<file path="src/rtl/ps2_pkg.sv">
// Shared definitions for the PS/2 player decoder.
// Holds the prefix bytes, frame FSM states, control bit indices and the 20-entry key map.
package ps2_pkg;

    localparam logic [7:0] PREFIX_E0 = 8'hE0;
    localparam logic [7:0] PREFIX_F0 = 8'hF0;
    localparam logic [7:0] PREFIX_E1 = 8'hE1;

    localparam int NUM_CTRL_BITS = 5;
    localparam int BIT_UP        = 0;
    localparam int BIT_DOWN      = 1;
    localparam int BIT_LEFT      = 2;
    localparam int BIT_RIGHT     = 3;
    localparam int BIT_FIRE      = 4;

    typedef enum logic [1:0] {
        ST_IDLE,
        ST_DATA,
        ST_PARITY,
        ST_STOP
    } frame_state_e;

    typedef struct packed {
        logic       ext;
        logic [7:0] code;
        logic [1:0] player;
        logic [2:0] bit_idx;
    } key_map_t;

    // Table position is player*NUM_CTRL_BITS + bit; ext must match exactly.
    function automatic key_map_t key_map_entry(input int idx);
        key_map_t e;
        e.player  = 2'(idx / NUM_CTRL_BITS);
        e.bit_idx = 3'(idx % NUM_CTRL_BITS);
        case (idx)
            0:       {e.ext, e.code} = {1'b0, 8'h1D};
            1:       {e.ext, e.code} = {1'b0, 8'h1B};
            2:       {e.ext, e.code} = {1'b0, 8'h1C};
            3:       {e.ext, e.code} = {1'b0, 8'h23};
            4:       {e.ext, e.code} = {1'b0, 8'h2B};
            5:       {e.ext, e.code} = {1'b1, 8'h75};
            6:       {e.ext, e.code} = {1'b1, 8'h72};
            7:       {e.ext, e.code} = {1'b1, 8'h6B};
            8:       {e.ext, e.code} = {1'b1, 8'h74};
            9:       {e.ext, e.code} = {1'b0, 8'h5A};
            10:      {e.ext, e.code} = {1'b0, 8'h43};
            11:      {e.ext, e.code} = {1'b0, 8'h42};
            12:      {e.ext, e.code} = {1'b0, 8'h3B};
            13:      {e.ext, e.code} = {1'b0, 8'h4B};
            14:      {e.ext, e.code} = {1'b0, 8'h33};
            15:      {e.ext, e.code} = {1'b0, 8'h75};
            16:      {e.ext, e.code} = {1'b0, 8'h72};
            17:      {e.ext, e.code} = {1'b0, 8'h6B};
            18:      {e.ext, e.code} = {1'b0, 8'h74};
            19:      {e.ext, e.code} = {1'b0, 8'h70};
            default: {e.ext, e.code} = {1'b1, 8'h00};
        endcase
        return e;
    endfunction

endpackage

</file>
<file path="src/rtl/ps2_rx_frame.sv">
// PS/2 receive front end: synchronisers, clock glitch filter, falling-edge strobe,
// 11-bit frame FSM and inter-bit timeout. Emits one byte_valid or frame_err per frame.
module ps2_rx_frame
    import ps2_pkg::*;
#(
    parameter int SYNC_STAGES = 2,
    parameter int FILTER_LEN  = 8,
    parameter int TIMEOUT_CYC = 100000
) (
    input  logic       clk_i,
    input  logic       reset_i,
    input  logic       ps2_clk_i,
    input  logic       ps2_data_i,
    output logic       byte_valid_o,
    output logic [7:0] byte_o,
    output logic       frame_err_o
);

    localparam int FILT_W = $clog2(FILTER_LEN + 1);
    localparam int TO_W   = $clog2(TIMEOUT_CYC + 1);

    logic [SYNC_STAGES-1:0] clk_sync_q;
    logic [SYNC_STAGES-1:0] data_sync_q;
    logic [FILT_W-1:0]      filt_cnt_q;
    logic                   filt_q;
    logic                   clk_s;
    logic                   data_s;
    logic                   fe;

    frame_state_e state_q, state_d;
    logic [2:0]      bit_cnt_q, bit_cnt_d;
    logic [7:0]      shift_q, shift_d;
    logic            par_ok_q, par_ok_d;
    logic [TO_W-1:0] to_cnt_q, to_cnt_d;

    assign clk_s  = clk_sync_q[SYNC_STAGES-1];
    assign data_s = data_sync_q[SYNC_STAGES-1];

    // Lines idle high, so the conditioning path resets high to avoid a false edge.
    always_ff @(posedge clk_i) begin
        if (reset_i) begin
            clk_sync_q  <= '1;
            data_sync_q <= '1;
            filt_q      <= 1'b1;
            filt_cnt_q  <= '0;
        end else begin
            // NOTE: non-blocking assignments make every stage sample the previous
            // stage's old value, which is what turns this into a real shift chain.
            clk_sync_q  <= {clk_sync_q[SYNC_STAGES-2:0], ps2_clk_i};
            data_sync_q <= {data_sync_q[SYNC_STAGES-2:0], ps2_data_i};
            if (clk_s == filt_q) begin
                filt_cnt_q <= '0;
            end else if (filt_cnt_q == FILT_W'(FILTER_LEN - 1)) begin
                filt_q     <= clk_s;
                filt_cnt_q <= '0;
            end else begin
                filt_cnt_q <= filt_cnt_q + FILT_W'(1);
            end
        end
    end

    // Strobe on the cycle the filtered clock is about to fall.
    assign fe = filt_q && !clk_s && (filt_cnt_q == FILT_W'(FILTER_LEN - 1));

    always_ff @(posedge clk_i) begin
        if (reset_i) begin
            state_q   <= ST_IDLE;
            bit_cnt_q <= '0;
            shift_q   <= '0;
            par_ok_q  <= 1'b0;
            to_cnt_q  <= '0;
        end else begin
            state_q   <= state_d;
            bit_cnt_q <= bit_cnt_d;
            shift_q   <= shift_d;
            par_ok_q  <= par_ok_d;
            to_cnt_q  <= to_cnt_d;
        end
    end

    always_comb begin
        // NOTE: every output of this block gets a default first so no path
        // leaves a variable unassigned and infers a latch.
        state_d      = state_q;
        bit_cnt_d    = bit_cnt_q;
        shift_d      = shift_q;
        par_ok_d     = par_ok_q;
        to_cnt_d     = (state_q == ST_IDLE) ? '0 : to_cnt_q + TO_W'(1);
        byte_valid_o = 1'b0;
        frame_err_o  = 1'b0;

        if (fe) begin
            to_cnt_d = '0;
            case (state_q)
                ST_IDLE: begin
                    if (!data_s) begin
                        state_d   = ST_DATA;
                        bit_cnt_d = '0;
                    end else begin
                        frame_err_o = 1'b1;
                    end
                end
                ST_DATA: begin
                    shift_d   = {data_s, shift_q[7:1]};
                    bit_cnt_d = bit_cnt_q + 3'd1;
                    if (bit_cnt_q == 3'd7) state_d = ST_PARITY;
                end
                ST_PARITY: begin
                    par_ok_d = ^{shift_q, data_s};
                    state_d  = ST_STOP;
                end
                ST_STOP: begin
                    if (data_s && par_ok_q) byte_valid_o = 1'b1;
                    else                    frame_err_o  = 1'b1;
                    state_d = ST_IDLE;
                end
                default: state_d = ST_IDLE;
            endcase
        end else if (state_q != ST_IDLE && to_cnt_q == TO_W'(TIMEOUT_CYC - 1)) begin
            state_d     = ST_IDLE;
            to_cnt_d    = '0;
            frame_err_o = 1'b1;
        end
    end

    assign byte_o = shift_q;

endmodule

</file>
<file path="src/rtl/ps2_player_decoder.sv">
// PS/2 set-2 keyboard to multi-player control decoder: prefix tracking, key-map
// compare and the held-key ctrl register, all updated one cycle after the stop bit.
module ps2_player_decoder
    import ps2_pkg::*;
#(
    parameter int NUM_PLAYERS = 2,
    parameter int CTRL_W      = 5,
    parameter int SYNC_STAGES = 2,
    parameter int FILTER_LEN  = 8,
    parameter int TIMEOUT_CYC = 100000
) (
    input  logic                          board_clk,
    input  logic                          reset,
    input  logic                          ps2_clk,
    input  logic                          ps2_data,
    output logic [NUM_PLAYERS*CTRL_W-1:0] ctrl,
    output logic                          key_valid,
    output logic [7:0]                    scan_code,
    output logic                          scan_ext,
    output logic                          scan_break,
    output logic                          frame_err
);

    localparam int CW = NUM_PLAYERS * CTRL_W;

    logic       rx_valid;
    logic [7:0] rx_byte;
    logic       rx_err;
    logic       code_done;
    logic [CW-1:0] hit;

    logic [CW-1:0] ctrl_q, ctrl_d;
    logic          key_valid_q, key_valid_d;
    logic [7:0]    scan_code_q, scan_code_d;
    logic          scan_ext_q, scan_ext_d;
    logic          scan_break_q, scan_break_d;
    logic          frame_err_q, frame_err_d;
    logic          ext_pend_q, ext_pend_d;
    logic          brk_pend_q, brk_pend_d;

    ps2_rx_frame #(
        .SYNC_STAGES (SYNC_STAGES),
        .FILTER_LEN  (FILTER_LEN),
        .TIMEOUT_CYC (TIMEOUT_CYC)
    ) u_rx (
        .clk_i        (board_clk),
        .reset_i      (reset),
        .ps2_clk_i    (ps2_clk),
        .ps2_data_i   (ps2_data),
        .byte_valid_o (rx_valid),
        .byte_o       (rx_byte),
        .frame_err_o  (rx_err)
    );

    assign code_done = rx_valid && rx_byte != PREFIX_E0 && rx_byte != PREFIX_F0
                       && rx_byte != PREFIX_E1;

    // Only players below NUM_PLAYERS get compare logic, so higher players' keys never hit.
    for (genvar p = 0; p < NUM_PLAYERS; p++) begin : g_player
        for (genvar b = 0; b < CTRL_W; b++) begin : g_bit
            localparam key_map_t ENTRY = key_map_entry(p * CTRL_W + b);
            localparam int       IDX   = int'(ENTRY.player) * CTRL_W + int'(ENTRY.bit_idx);
            assign hit[IDX] = code_done && (ext_pend_q == ENTRY.ext) && (rx_byte == ENTRY.code);
        end
    end

    always_comb begin
        ctrl_d       = brk_pend_q ? (ctrl_q & ~hit) : (ctrl_q | hit);
        key_valid_d  = 1'b0;
        scan_code_d  = scan_code_q;
        scan_ext_d   = scan_ext_q;
        scan_break_d = scan_break_q;
        frame_err_d  = rx_err;
        ext_pend_d   = ext_pend_q;
        brk_pend_d   = brk_pend_q;

        if (rx_err) begin
            ext_pend_d = 1'b0;
            brk_pend_d = 1'b0;
        end else if (rx_valid) begin
            if (rx_byte == PREFIX_E0) begin
                ext_pend_d = 1'b1;
            end else if (rx_byte == PREFIX_F0) begin
                brk_pend_d = 1'b1;
            end else if (rx_byte != PREFIX_E1) begin
                key_valid_d  = 1'b1;
                scan_code_d  = rx_byte;
                scan_ext_d   = ext_pend_q;
                scan_break_d = brk_pend_q;
                ext_pend_d   = 1'b0;
                brk_pend_d   = 1'b0;
            end
        end
    end

    always_ff @(posedge board_clk) begin
        if (reset) begin
            ctrl_q       <= '0;
            key_valid_q  <= 1'b0;
            scan_code_q  <= '0;
            scan_ext_q   <= 1'b0;
            scan_break_q <= 1'b0;
            frame_err_q  <= 1'b0;
            ext_pend_q   <= 1'b0;
            brk_pend_q   <= 1'b0;
        end else begin
            ctrl_q       <= ctrl_d;
            key_valid_q  <= key_valid_d;
            scan_code_q  <= scan_code_d;
            scan_ext_q   <= scan_ext_d;
            scan_break_q <= scan_break_d;
            frame_err_q  <= frame_err_d;
            ext_pend_q   <= ext_pend_d;
            brk_pend_q   <= brk_pend_d;
        end
    end

    assign ctrl       = ctrl_q;
    assign key_valid  = key_valid_q;
    assign scan_code  = scan_code_q;
    assign scan_ext   = scan_ext_q;
    assign scan_break = scan_break_q;
    assign frame_err  = frame_err_q;

endmodule

</file>
<file path="config.mk">
export PLATFORM = sky130hd
export DESIGN_NAME = ps2_player_decoder
export DESIGN_NICKNAME = d
export VERILOG_FILES = /design/src/rtl/ps2_pkg.sv /design/src/rtl/ps2_rx_frame.sv /design/src/rtl/ps2_player_decoder.sv
export SDC_FILE = /design/constraint.sdc
export NUM_CORES = 1
export LEC_CHECK = 0
export ABC_AREA = 1
export BUFFER_PORTS_ARGS = -buffer_cell sky130_fd_sc_hd__buf_2
export CELL_PAD_IN_SITES_DETAIL_PLACEMENT = 0
export CELL_PAD_IN_SITES_GLOBAL_PLACEMENT = 1
export CORE_AREA = 4 4 117 119
export CTS_BUF_LIST = sky130_fd_sc_hd__clkbuf_16
export DETAILED_ROUTE_END_ITERATION = 10
export DIE_AREA = 0 0 121 123
export PLACE_DENSITY = 0.55
export SLEW_MARGIN = 10
export SYNTH_ARGS = -nofsm -noshare
export SYNTH_HDL_FRONTEND = slang
export SYNTH_SLANG_ARGS = --single-unit
</file>
<file path="constraint.sdc">
create_clock -name board_clk -period 1.65 [get_ports board_clk]
set_clock_uncertainty 0.1 [all_clocks]
set_input_delay 0.0825 -clock board_clk [delete_from_list [all_inputs] [get_ports board_clk]]
set_output_delay 0.0825 -clock board_clk [all_outputs]
set_load 0.02 [all_outputs]
</file>
* Word level (Yosys, flattened, before mapping) *
Index checks and enable logic that the tools add are counted.

word-level totals
  ROM bits = 0
  bits in latches = 0
  memories = 0
  output and inout port bits = 22
  bits in writable memories = 0
  bits in registers = 64
  bits of input ports = 4

cells by class
  order comparisons = 0
  muxes and demuxes = 21
  multiply operators = 0
  divide/modulo/power cells = 0
  reduce and logical (&&, ||, !) cells = 39
  bitwise logic cells = 9
  $add $sub $neg = 3
  shift operators = 0
  equality and inequality tests = 26

operators by type and width
  operator                                                               count
  8-bit by 7-bit equality test with 1-bit output, second input constant  5
  8-bit by 5-bit equality test with 1-bit output, second input constant  3
  8-bit != test, second input constant                                   3
  1-bit logical AND                                                      19
  17-bit by 1-bit adder with 17-bit output, second input constant        1
  17-bit equality test, second input constant                            1
  8-bit by 6-bit equality test with 1-bit output, second input constant  2
  8-bit equality test, second input constant                             2
  1-bit 2-to-1 mux                                                       12
  3-bit AND reduction                                                    4
  10-bit bitwise AND                                                     1
  10-bit 2-to-1 mux                                                      1
  10-bit NOT                                                             1
  10-bit OR                                                              1
  2-bit nonzero test                                                     5
  9-bit parity                                                           1
  2-bit 2-to-1 mux                                                       4
  2-bit case mux with 4 select lines                                     1
  3-bit != test, second input constant                                   2
  1-bit NOT                                                              6
  3-bit case mux with 2 select lines                                     1
  2-bit AND reduction                                                    3
  5-bit AND reduction                                                    1
  5-bit OR reduction                                                     1
  other kinds (15)                                                       17

* Logic depth before layout (Yosys ltp) *
  depth in word-level cells = 12
  mapped depth = 13
  depth with buffers taken out = 12

* Cells and area by module *
From an unflattened synthesis, not the netlist that was laid out.

unflattened totals
  cells, all modules = 454
  area total of the unflattened synthesis = 3159.3 um^2

modules (own cells, without submodules)
  module              sequential area each (um^2)  cells an instance  instances  area each (um^2)
  ps2_rx_frame        800.8                        255                1          1934.4
  ps2_player_decoder  480.5                        199                1          1224.9

* Worst setup path after synthesis *
No wires, ideal clock.

  path type = register to register
  from = register u_rx.state_q[0]
  to = register scan_break_q, in the netlist scan_break
  required time = 1.435 ns
  setup slack = -0.014 ns
  clock period less this slack = 1.664 ns
  arrival = 1.449 ns
  cell stages (with the launch flop) = 12
  path buffers = 1
  cell sequence = dfxtp_1 inv_1 ha_1 nor2_1 nand2_1 nor2_1 nand3_1 nand2_1 nand2_1 buf_4 a21oi_1 nor2_1

between the ends
  word-level cells in the longest chain between the ends = 6
  elaborated cells between the ends (all ways) = 11
  classes of those cells = 1 x eq/ne; 5 x mux; 1 x bitwise; 4 x reduce/logical

ends and longest elaborated chain
  element                                                                      RTL line                   text
  from (decl)                                                                  ps2_rx_frame.sv:30         frame_state_e state_q, state_d;
  from (signal assigned)                                                       ps2_rx_frame.sv:73         state_q <= state_d;
  parallel branches: the longest is 5 deep, another holds 2-bit equality test  n/a
  5-bit AND reduction (no source line) (*)                                     n/a
  to (signal assigned)                                                         ps2_player_decoder.sv:111  scan_break_q <= scan_break_d;
  to (decl)                                                                    ps2_player_decoder.sv:36   logic scan_break_q, scan_break_d;

Every way passes the cells marked *.
A chain may end at the register's enable or synchronous reset.

==> impl_results.md <==
- Status: complete, but fails checks
- Violated checks: negative setup slack
- Static Leak: 1.91 nW
- Final Util: 35.0%
- Final period util: 104%
- F_max: 0.582 GHz
- I/O Buffers: 25
- Placed insts: 662
- Worst-path maximum fanout: 8
- CTS buffer count: 9
- Register area share after synthesis: 41.1%
- WL met3: 286 microns
- DRT antenna net count: 0
- Comb power frac: 1.9%
- TritonCTS clock tree: done
- Pins Over Slew Limit: 0
- Fill count: 1,357
- Area leader, netlist: dfxtp_1
- #FFs+latches synth: 64
- Tmin final: 1720 ps
- Mapped Cells: 437
- Met1 Routed Length: 3790 microns
- Layout cells sized above 1: 30.5%
- WL final: 7860 microns
- Final hold violations: 0
- Largest net degree at the start of global routing: 32
- First-pass GRT wire length: 13,000 microns
- Fin Setup TNS: -481 ps
- Reg power frac: 47.3%
- Max Used Layer: met4
- Clock slew at reported path FFs: 50 ps
- DRC: 0
- Chip height: 123 microns
- Via/cell ratio: 4.26
- Max Cap Violations: 0
- Type of the worst setup path: reg2reg
- Slew @ Worst Pin: 603 ps
- Worst hold-check path type: reg2reg
- Clock group share of total power: 50.8%
- Routability Congestion: 0.781
- Internal Dissipation: 2.56 mW
- CP Capture Type: flop
- Worst EP arrival: 1840 ps
- Worst Path Required: 1770 ps
- Post-synthesis cell area: 0.00312 sq mm
- H-tree depth: 3
- Worst skew pair latency: 330 ps
- Synthesized area per cell: 7.13 sq um
- VDD IR max: 0.000362 V
- Placeable Area: 0.0126 sq mm
- Setup ws final: -68.0 ps
- Clk buf depth: 2
- Top delay family on crit path: simple AND/OR/NAND/NOR gates
- I/O pin count: 26
- Setup crit start kind: flop
- DRT iter0 DRCs: 109
- Yosys warning count: 0
- Die Width: 121 microns
- Die area: 0.0149 sq mm
- Sw power: 0.718 mW
- Power Density: 745 mW/mm^2
- Tot GR Track Use: 11.2%
- Vias in the first global route: 2,730
- Area grow syn2layout: 41.4%
- Synth top area share: 41.1%
- Met2 wire length: 3640 microns
- FP Rows: 41
- Nets: 528
- Vias: 2,939
- Initial antenna violation count: 0
- Worst setup path start: u_rx.state_q[0]
- Largest cells by area after synthesis: dfxtp_1 41%, nand2_1 11%, nor2_1 8.9%
- Post-Place Worst Slack: -112 ps
- DR WL/cell: 11.4 microns
- Slew HR: 59.7%
- RSZ-0062 raised after global routing: yes
- Final setup viols: 17
- Initial cell density of the core: 24.8%
- Crit path cell chain: buf_6 -> ha_4 -> nand3_4 -> nor2_4 -> nand3_4 -> buf_12 -> nor2_4 -> nand3_1 -> nand2_1 -> nor2_1
- CTS Root Cell: clkbuf_16
- Buffers plus inverters on the worst setup path: 2
- Clock sinks: 64
- HP Start: u_rx.clk_sync_q[0]
- R2r startpoint: u_rx.state_q[0]
- Critical path's slowest cell: dfxtp_2
- Slowest cell delay on critical path: 340 ps
- Diodes inserted: 0
- Number of unique standard cell types used by synthesis: 33
- Drt pass-1 iters: 4
- Switching Fraction: 21.9%
- Total grt overflow: 0
- Syn_nets: 451
- Non-Filler Instances: 690
- Detailed Place HPWL: 5490 microns
[synth_stat cells, drive strengths merged]
cell and n:
ha 10, nand4 3, a211oi 1, a21oi 37, inv 49, nor3b 2
dfxtp 64, a22oi 2, nor3 9, nor2 80, xor2 7, xnor2 3
nand2 90, or2 7, clkbuf 2, nand3 44, o311ai 1, buf 11
o211ai 1, o21ai 12, nor4 2
[metal layers]
layer  global-route usage [%]  vias up
met2                     17.2       38
met1                     14.5     1335
li1                         -     1557
met3                     2.93        9
met4                     5.88        0
met5                        0        -
[power groups by stage]
stage | logic (mW) | registers (mW) | clock network (mW)
2_1_floorplan | 0.0393 | 1.59 | 0
3_3_place_gp | 0.0566 | 1.59 | 0
3_5_place_dp | 0.0571 | 1.59 | 0
4_1_cts | 0.0630 | 1.55 | 1.75
5_1_grt | 0.0715 | 1.55 | 1.81
6_report | 0.0627 | 1.55 | 1.67
[final cells by class]
cell class / instances / area (sq um) / share of cell area [%]
Inverter: 49 / 186 / 4.23
Timing Repair Buffer: 79 / 666 / 15.1
Clock inverter: 6 / 30.0 / 0.682
Multi-Input combinational cell: 311 / 1780 / 40.5
Sequential cell: 64 / 1300 / 29.5
Tap cell: 172 / 215 / 4.89
Clock buffer: 9 / 225 / 5.11
[logic make-up (layout without fill, tap and decap cells)]
logic type / count (synthesis) / after routing / synth area share (%)
and+or+nand+nor: 237 / 237 / 34.2
DFF: 64 / 64 / 41.1
buffers and inverters: 62 / 143 / 8.71
AOI/OAI and AO/OA: 54 / 54 / 9.12
adders and majority gates: 10 / 10 / 4.02
xor gates and xnor gates: 10 / 10 / 2.81
[layout by cell type, fill, tap and decap left out, types with 8 or more instances in the layout]
| master | synthesis | final |
|---|---|---|
| dfxtp_2 | 0 | 10 |
| a21oi_1 | 37 | 31 |
| buf_2 | 4 | 25 |
| nand3_1 | 43 | 34 |
| o21ai_0 | 12 | 12 |
| inv_1 | 47 | 46 |
| buf_4 | 3 | 41 |
| clkbuf_16 | 0 | 10 |
| nor2_1 | 74 | 66 |
| nand2_1 | 88 | 80 |
| nand2_2 | 2 | 8 |
| dfxtp_1 | 64 | 53 |
[final timing paths]
kind | slack [ps] | endpoint | depth (start not counted)
setup / recovery | -70 | flop | 10
hold / removal | 310 | u_rx.clk_sync_q[1] | 1
setup reg to reg | -70 | flop | 10
hold reg to reg | 310 | u_rx.clk_sync_q[1] | 1
[per-stage QoR]
stage | total power, mW | cell area, sq um | hold WS (ps)
2_1_floorplan | 1.63 | 3120 | 86.3
3_3_place_gp | 1.64 | 3730 | 166
3_5_place_dp | 1.64 | 3730 | 167
4_1_cts | 3.36 | 4210 | 313
5_1_grt | 3.44 | 4400 | 327
6_report | 3.28 | 4400 | 310
[timing repair]
action | in CTS | in global routing
endpoints found under the hold margin | 4 | 0
cloned | 2 | 1
setup endpoints to repair | 26 | 41
resized for setup | 29 | 41
hold buffers | 3 | 0
pin swaps | 6 | 14
setup buffers | 4 | 3
Note: power is estimated with default switching activity, not from simulation.
